`src/rtl/audio_pkg.sv`:
```
`default_nettype none
// ============================================================================
// Module      : audio_pkg
// Description : Shared constants for the audio record/playback blocks:
//               default timing parameters, sample/address widths, recorder
//               FSM state encoding and the ADC-code-to-PCM conversion.
// Revision    : 1.0 - initial release
// ============================================================================
package audio_pkg;

    // Defaults for a 100 MHz system clock.
    localparam int c_HOLD_TIME_DEF = 31250;  // clk cycles per sample period
    localparam int c_MUSIC_LEN_DEF = 64000;  // samples per recording
    localparam int c_SCLK_HALF_DEF = 25;     // clk cycles per SCLK half-period

    localparam int c_CODE_BITS   = 12;       // ADC resolution
    localparam int c_ADC_FRAME   = 16;       // SCLK periods per conversion
    localparam int c_SAMPLE_BITS = 16;       // stored sample width
    localparam int c_ADDR_BITS   = 16;       // sample memory address width

    // Recorder FSM encoding.
    localparam int              c_STATE_W  = 2;
    localparam logic [c_STATE_W-1:0] c_ST_IDLE  = 2'd0;
    localparam logic [c_STATE_W-1:0] c_ST_WAIT  = 2'd1;
    localparam logic [c_STATE_W-1:0] c_ST_CONV  = 2'd2;
    localparam logic [c_STATE_W-1:0] c_ST_WRITE = 2'd3;

    // Offset-binary code -> signed PCM: (code - 2048) << 4. Subtracting the
    // mid-scale value is the same as inverting the code MSB.
    function automatic logic [c_SAMPLE_BITS-1:0] code_to_pcm(
        input logic [c_CODE_BITS-1:0] code
    );
        return {~code[c_CODE_BITS-1], code[c_CODE_BITS-2:0], 4'b0000};
    endfunction

endpackage
`default_nettype wire

```
`src/rtl/mic_spi_rx.sv`:
```
`default_nettype none
// ============================================================================
// Module      : mic_spi_rx
// Description : Serial capture from the microphone ADC. A go pulse drops
//               cs_n and clocks 16 full SCLK periods (idle high, starting
//               low); sdata is sampled on each rising SCLK edge, MSB first.
//               The low 12 captured bits are presented on data with a
//               one-cycle valid when cs_n is released.
// Ports       : clk, rst (sync, active-high), go, sdata  -> inputs
//               cs_n, sclk, data[11:0], valid             -> outputs
// Revision    : 1.0 - initial release
// ============================================================================
module mic_spi_rx
    import audio_pkg::*;
#(
    parameter int SCLK_HALF = c_SCLK_HALF_DEF
) (
    input  logic                   clk,
    input  logic                   rst,
    input  logic                   go,
    input  logic                   sdata,
    output logic                   cs_n,
    output logic                   sclk,
    output logic [c_CODE_BITS-1:0] data,
    output logic                   valid
);

    localparam int c_CNT_W = (SCLK_HALF > 1) ? $clog2(SCLK_HALF) : 1;
    localparam logic [c_CNT_W-1:0] c_CNT_MAX = c_CNT_W'(SCLK_HALF - 1);
    localparam logic [4:0]         c_NBITS   = 5'(c_ADC_FRAME);

    logic                   r_active;
    logic                   r_cs_n;
    logic                   r_sclk;
    logic [c_CNT_W-1:0]     r_cnt;
    logic [4:0]             r_nbits;
    // Only 12 bits are kept: the four leading bits shift out unused.
    logic [c_CODE_BITS-1:0] r_shift;
    logic [c_CODE_BITS-1:0] r_data;
    logic                   r_valid;

    always_ff @(posedge clk) begin
        if (rst) begin
            r_active <= 1'b0;
            r_cs_n   <= 1'b1;
            r_sclk   <= 1'b1;
            r_cnt    <= '0;
            r_nbits  <= '0;
            r_shift  <= '0;
            r_data   <= '0;
            r_valid  <= 1'b0;
        end else begin
            r_valid <= 1'b0;
            if (go) begin
                r_active <= 1'b1;
                r_cs_n   <= 1'b0;
                r_sclk   <= 1'b0;
                r_cnt    <= '0;
                r_nbits  <= '0;
            end else if (r_active) begin
                if (r_cnt == c_CNT_MAX) begin
                    r_cnt <= '0;
                    if (r_nbits == c_NBITS) begin
                        // High half of the 16th period has elapsed: SCLK is
                        // left high (its idle level) and the frame closes.
                        r_active <= 1'b0;
                        r_cs_n   <= 1'b1;
                        r_data   <= r_shift;
                        r_valid  <= 1'b1;
                    end else begin
                        r_sclk <= ~r_sclk;
                        if (!r_sclk) begin
                            r_shift <= {r_shift[c_CODE_BITS-2:0], sdata};
                            r_nbits <= r_nbits + 5'd1;
                        end
                    end
                end else begin
                    r_cnt <= r_cnt + c_CNT_W'(1);
                end
            end
        end
    end

    assign cs_n  = r_cs_n;
    assign sclk  = r_sclk;
    assign data  = r_data;
    assign valid = r_valid;

endmodule
`default_nettype wire

```
`src/rtl/audio_recorder.sv`:
```
`default_nettype none
// ============================================================================
// Module      : audio_recorder
// Description : Records MUSIC_LEN microphone samples, one every HOLD_TIME
//               clk cycles, into an external 16-bit sample memory. Owns the
//               sample-period timer, write address and record FSM; the ADC
//               serial transfer is done by mic_spi_rx.
// Ports       : clk, rst (sync, active-high), start (pulse), abort (level),
//               mic_sdata                              -> inputs
//               mic_cs_n, mic_sclk, mem_we, mem_addr[15:0],
//               mem_din[15:0], busy, done (pulse)      -> outputs
// Revision    : 1.0 - initial release
// ============================================================================
module audio_recorder
    import audio_pkg::*;
#(
    parameter int HOLD_TIME = c_HOLD_TIME_DEF,
    parameter int MUSIC_LEN = c_MUSIC_LEN_DEF,
    parameter int SCLK_HALF = c_SCLK_HALF_DEF
) (
    input  logic                     clk,
    input  logic                     rst,
    input  logic                     start,
    input  logic                     abort,
    input  logic                     mic_sdata,
    output logic                     mic_cs_n,
    output logic                     mic_sclk,
    output logic                     mem_we,
    output logic [c_ADDR_BITS-1:0]   mem_addr,
    output logic [c_SAMPLE_BITS-1:0] mem_din,
    output logic                     busy,
    output logic                     done
);

    localparam int c_TIMER_W = (HOLD_TIME > 1) ? $clog2(HOLD_TIME) : 1;
    localparam logic [c_TIMER_W-1:0]   c_TIMER_MAX = c_TIMER_W'(HOLD_TIME - 1);
    localparam logic [c_ADDR_BITS-1:0] c_LAST_ADDR = c_ADDR_BITS'(MUSIC_LEN - 1);

    // Conversion (32 half-periods) plus the WRITE handoff must finish before
    // the next timer wrap, otherwise that wrap is missed in WAIT.
    generate
        if (2 * c_ADC_FRAME * SCLK_HALF + 2 >= HOLD_TIME) begin : g_bad_timing
            $error("audio_recorder: ADC transaction does not fit in HOLD_TIME");
        end
    endgenerate

    logic [c_STATE_W-1:0]     r_state;
    logic [c_TIMER_W-1:0]     r_timer;
    logic [c_ADDR_BITS-1:0]   r_addr;
    logic [c_SAMPLE_BITS-1:0] r_din;
    logic                     r_we;
    logic                     r_busy;
    logic                     r_done;

    logic                     w_abort;
    logic                     w_go;
    logic                     w_spi_rst;
    logic [c_CODE_BITS-1:0]   w_spi_data;
    logic                     w_spi_valid;

    assign w_abort   = abort && r_busy;
    assign w_go      = (r_state == c_ST_WAIT) && (r_timer == '0) && !abort;
    // Aborting returns the ADC interface to idle in the same cycle as the FSM.
    assign w_spi_rst = rst || w_abort;

    mic_spi_rx #(
        .SCLK_HALF (SCLK_HALF)
    ) u_spi (
        .clk   (clk),
        .rst   (w_spi_rst),
        .go    (w_go),
        .sdata (mic_sdata),
        .cs_n  (mic_cs_n),
        .sclk  (mic_sclk),
        .data  (w_spi_data),
        .valid (w_spi_valid)
    );

    always_ff @(posedge clk) begin
        if (rst) begin
            r_state <= c_ST_IDLE;
            r_timer <= '0;
            r_addr  <= '0;
            r_din   <= '0;
            r_we    <= 1'b0;
            r_busy  <= 1'b0;
            r_done  <= 1'b0;
        end else begin
            r_we   <= 1'b0;
            r_done <= 1'b0;

            // Free-running through WAIT/CONV/WRITE so the sample period does
            // not depend on conversion latency.
            if (r_state != c_ST_IDLE) begin
                r_timer <= (r_timer == c_TIMER_MAX) ? '0 : r_timer + c_TIMER_W'(1);
            end

            if (w_abort) begin
                r_state <= c_ST_IDLE;
                r_busy  <= 1'b0;
            end else begin
                case (r_state)
                    c_ST_IDLE: begin
                        if (start && !abort) begin
                            r_state <= c_ST_WAIT;
                            r_timer <= '0;
                            r_addr  <= '0;
                            r_busy  <= 1'b1;
                        end
                    end
                    c_ST_WAIT: begin
                        if (r_timer == '0) begin
                            r_state <= c_ST_CONV;
                        end
                    end
                    c_ST_CONV: begin
                        if (w_spi_valid) begin
                            r_state <= c_ST_WRITE;
                            r_we    <= 1'b1;
                            r_din   <= code_to_pcm(w_spi_data);
                        end
                    end
                    c_ST_WRITE: begin
                        if (r_addr == c_LAST_ADDR) begin
                            r_state <= c_ST_IDLE;
                            r_busy  <= 1'b0;
                            r_done  <= 1'b1;
                        end else begin
                            r_state <= c_ST_WAIT;
                            r_addr  <= r_addr + c_ADDR_BITS'(1);
                        end
                    end
                    default: begin
                        r_state <= c_ST_IDLE;
                        r_busy  <= 1'b0;
                    end
                endcase
            end
        end
    end

    assign mem_we   = r_we;
    assign mem_addr = r_addr;
    assign mem_din  = r_din;
    assign busy     = r_busy;
    assign done     = r_done;

endmodule
`default_nettype wire

```
`config.mk`:
```
export PLATFORM = sky130hd
export DESIGN_NAME = audio_recorder
export DESIGN_NICKNAME = d
export VERILOG_FILES = /design/src/rtl/audio_pkg.sv /design/src/rtl/mic_spi_rx.sv /design/src/rtl/audio_recorder.sv
export SDC_FILE = /design/constraint.sdc
export NUM_CORES = 1
export LEC_CHECK = 0
export CORE_UTILIZATION = 60
export DETAILED_ROUTE_END_ITERATION = 10
export GPL_TIMING_DRIVEN = 0
export PLACE_DENSITY_LB_ADDON = 0.25
export SYNTH_ARGS = -nofsm -noshare
export SYNTH_HDL_FRONTEND = slang
export SYNTH_SLANG_ARGS = --single-unit
```
`constraint.sdc`:
```
create_clock -name clk -period 4.53 [get_ports clk]
set_input_delay 0.453 -clock clk [delete_from_list [all_inputs] [get_ports clk]]
set_output_delay 0.453 -clock clk [all_outputs]
set_load 0.01 [all_outputs]
```
==> implementation parameters <==
Parameter                              Value

Run status
  Result of the run ... finished clean

Flow run
  Max-capacitance violation count ... 0

STA
  Setup violation total in the final timing report ... 0
  Max Clk Rate ... around 0.47 GHz
  Relative slew slack ... between 60% and 70%
  Clock tree skew after final layout ... 0.0161 ns
  Slew Viols, Final ... 0
  Setup repair after global routing missed its margin ... false
  Tmin final ... 2.14 ns
  Transition time at the pin with the least slew margin ... 0.592 ns
  Worst hold slack ... 0.348 ns
  Post-route fraction of the period consumed by the critical path ... 47.2%
  Final sum of negative setup slack ... 0 ns
  Fin. Hold Viols ... 0
  Worst-case setup margin in the final layout ... roughly 2.4 ns

Clocking
  TritonCTS clock tree ... built
  Number of clock buffers inserted by TritonCTS ... 9
  Post-CTS setup-driven buffer insertion count ... 0
  CTS resizes ... 0
  # H-tree levels ... 3
  Quantity of hold-fixing buffers added after cts ... 0
  Root cell of the clock tree ... sky130_fd_sc_hd__clkbuf_8
  Buffers from clock root to sink, at most ... 2
  Clock slew at reported path FFs ... 0.10 ns
  Clock latency of the later-clocked register in the worst-skew pair ... 0.37 ns
  Clock Sink Count ... 86

Critical path
  Category of the critical setup timing path ... reg2reg
  Critical Path Fanout Max ... 10
  CP Data Arrival Time ... 2.44 ns
  Required time reported for the critical path endpoint ... 4.84 ns
  Startpoint class of the critical path ... flip-flop
  Setup slack of the worst register-to-register path ... approximately 2.4 ns
  Kind of end point of the critical path ... flip-flop

Floorplan
  IO Count ... 42
  Core area ... ~6400 um2
  Initial standard-cell utilization of the core ... 62.6%
  Total number of placement rows ... 29
  Die extent in y ... 83.6 um
  Floorplan die width ... 83.6 um
  Die area ... 6990 um2

Synth
  Cell area after synthesis ... 4000 um2
  Sequential cell area fraction in the yosys report ... 43.1%
  Yosys reg bits ... 86
  Synthesized netlist cell count ... approximately 460
  Biggest area contributors in the synthesized netlist ... sky130_fd_sc_hd__dfxtp_1, sky130_fd_sc_hd__nand2_1, sky130_fd_sc_hd__nor2_1
  Flip-flop cell with the highest count after synthesis ... sky130_fd_sc_hd__dfxtp_1
  Avg Synthesized Cell Area ... a little under 9 um2
  Cell taking the most area after synthesis ... sky130_fd_sc_hd__dfxtp_1
  Synth Warn # ... 0
  Portion of synthesized cell area occupied by the leading cell type ... 43.1%
  Number of flops mapped to enable cells by yosys ... 0
  Unique masters post-synth ... 56
  Async set or reset register ratio after synthesis ... 0%

Pwr
  Leak pwr ... roughly 1.6 nW
  Total power per unit cell area ... about 360 nW/um2
  IR Drop Worst-Case VDD ... 0.216 mV
  Total design power ... 1.69 mW

Layout
  Footprint of the flip-flops and latches ... 1720 um2
  End-of-flow core utilization ... 73.0%
  Number of non-filler instances in the completed layout ... 587
  Most common cell after layout, fill and taps aside ... sky130_fd_sc_hd__dfxtp_1
  Most frequent cells in the layout ... sky130_fd_sc_hd__dfxtp_1, sky130_fd_sc_hd__nand2_1, sky130_fd_sc_hd__nor2_1, sky130_fd_sc_hd__clkdlybuf4s50_1, sky130_fd_sc_hd__nand3_1
  Number of nets in the layout ... around 520
  Final cell area excluding filler cells ... 4660 um2
  Synth-to-Final Area Change ... 16.7%
  Number of fill cells in the layout ... 490
  Multi-input gate area ... between 2000 and 2500 um2
  Antenna cells ... 0
  Layout cells sized above 1 ... 10.6%

Placement
  Weighted congestion at the end of routability-driven global placement ... 0.817
  Placed inst area ... between 4000 and 5000 um2
  Worst setup slack after placement ... 2.36 ns
  Half-perimeter wire length of the detailed placement result ... 5770 um
  Total of buffers placed on input and output ports ... 36
  Placed Cells ... 571

Detailed routing
  Total via count after detailed routing ... 3,291
  1st-pass router iterations ... 5
  Iteration-0 DRC count of the detailed router ... 206
  Routed wire per std cell ... 13.5 um
  Final antenna-violating net count ... 0
  Drt via density ... 5.61
  Remaining DRCs ... 0
  Total length of routed wires ... 7940 um

GRT
  Maximum number of pins on one net before global-route repair ... 19
  Total track usage ... 23.7%
  Global-route wire length before repair ... 13,600 um
  Grt ovf ... 0
  Vias in the first global route ... 3,027
  Number of antenna violations at the first check in global routing ... 0

Hold path
  Hold Path Class ... in2reg
-- registers in the layout, indices dropped and copies added, names as in the netlist --
signal / cells
busy: 1
done: 1
mem_addr: 16
mem_din: 12
mem_we: 1
r_state: 2
r_timer: 15
u_spi.cs_n: 1
u_spi.data: 12
u_spi.r_active: 1
u_spi.r_cnt: 5
u_spi.r_nbits: 5
u_spi.r_shift: 12
u_spi.sclk: 1
u_spi.valid: 1
-- power by group --
group / total [mW] / switching (mW) / leakage (nW) / internal (mW)
Sequential: 0.805 / 0.0279 / 0.693 / 0.777
Combinational: 0.351 / 0.220 / 0.820 / 0.131
Clock: 0.535 / 0.318 / 0.101 / 0.217
Total: 1.69 / 0.566 / 1.61 / 1.13
-- logic make-up after synthesis --
kind of cell    share of synthesized area (%)
buf+inv                                  5.82
other cells                            0.0938
flops                                    43.1
mux                                     0.501
compound gates                           12.8
simple gates                             27.6
fa+ha+maj                                3.76
xor+xnor                                 6.36
-- synth_stat cells, types with 9 or more instances --
library cell and n:
sky130_fd_sc_hd__o21ai_1 18, sky130_fd_sc_hd__nor3_1 12, sky130_fd_sc_hd__nand2_1 62, sky130_fd_sc_hd__nand4_1 12, sky130_fd_sc_hd__nor2_1 51, sky130_fd_sc_hd__nand3_1 35
sky130_fd_sc_hd__buf_4 9, sky130_fd_sc_hd__xor2_1 15, sky130_fd_sc_hd__a21oi_1 22, sky130_fd_sc_hd__dfxtp_1 86, sky130_fd_sc_hd__inv_1 15, sky130_fd_sc_hd__o21ai_0 14
sky130_fd_sc_hd__ha_1 12, sky130_fd_sc_hd__xnor2_1 14, sky130_fd_sc_hd__clkbuf_1 9
-- final cells by class --
cell class | count | area share [%]
inverters | 16 | 1.29
multi-input cells | 330 | 44.0
plain buffers | 26 | 3.70
clock inverters | 7 | 1.58
well taps | 77 | 2.07
repair buffers | 36 | 7.73
clock buffers | 9 | 2.66
flip-flops and latches | 86 | 36.9
-- layer usage --
layer	part of all wire [%]	GRT usage (%)
met1	48	32.1
met2	46	37.3
met5	0	0
met3	4.2	5.24
met4	1.4	8.47
-- critical path: stages, from the launching register on --
cell	delay (ns)
sky130_fd_sc_hd__dfxtp_1	0.41
sky130_fd_sc_hd__inv_1	0.13
sky130_fd_sc_hd__ha_1	0.36
sky130_fd_sc_hd__nor3_2	0.25
sky130_fd_sc_hd__a21o_1	0.11
sky130_fd_sc_hd__buf_4	0.15
sky130_fd_sc_hd__o211ai_2	0.15
sky130_fd_sc_hd__or3_1	0.37
sky130_fd_sc_hd__a21oi_1	0.14
-- final timing paths --
| path | startpoint | endpoint | cells past startpoint |
|---|---|---|---|
| max | r_state[0] | mem_addr[9] | 8 |
| max reg2reg | r_state[0] | mem_addr[9] | 8 |
| min | abort | busy | 2 |
| min reg2reg | u_spi.data[11] | mem_din[15] | 1 |
No activity file was read; power rests on OpenSTA's default activity.
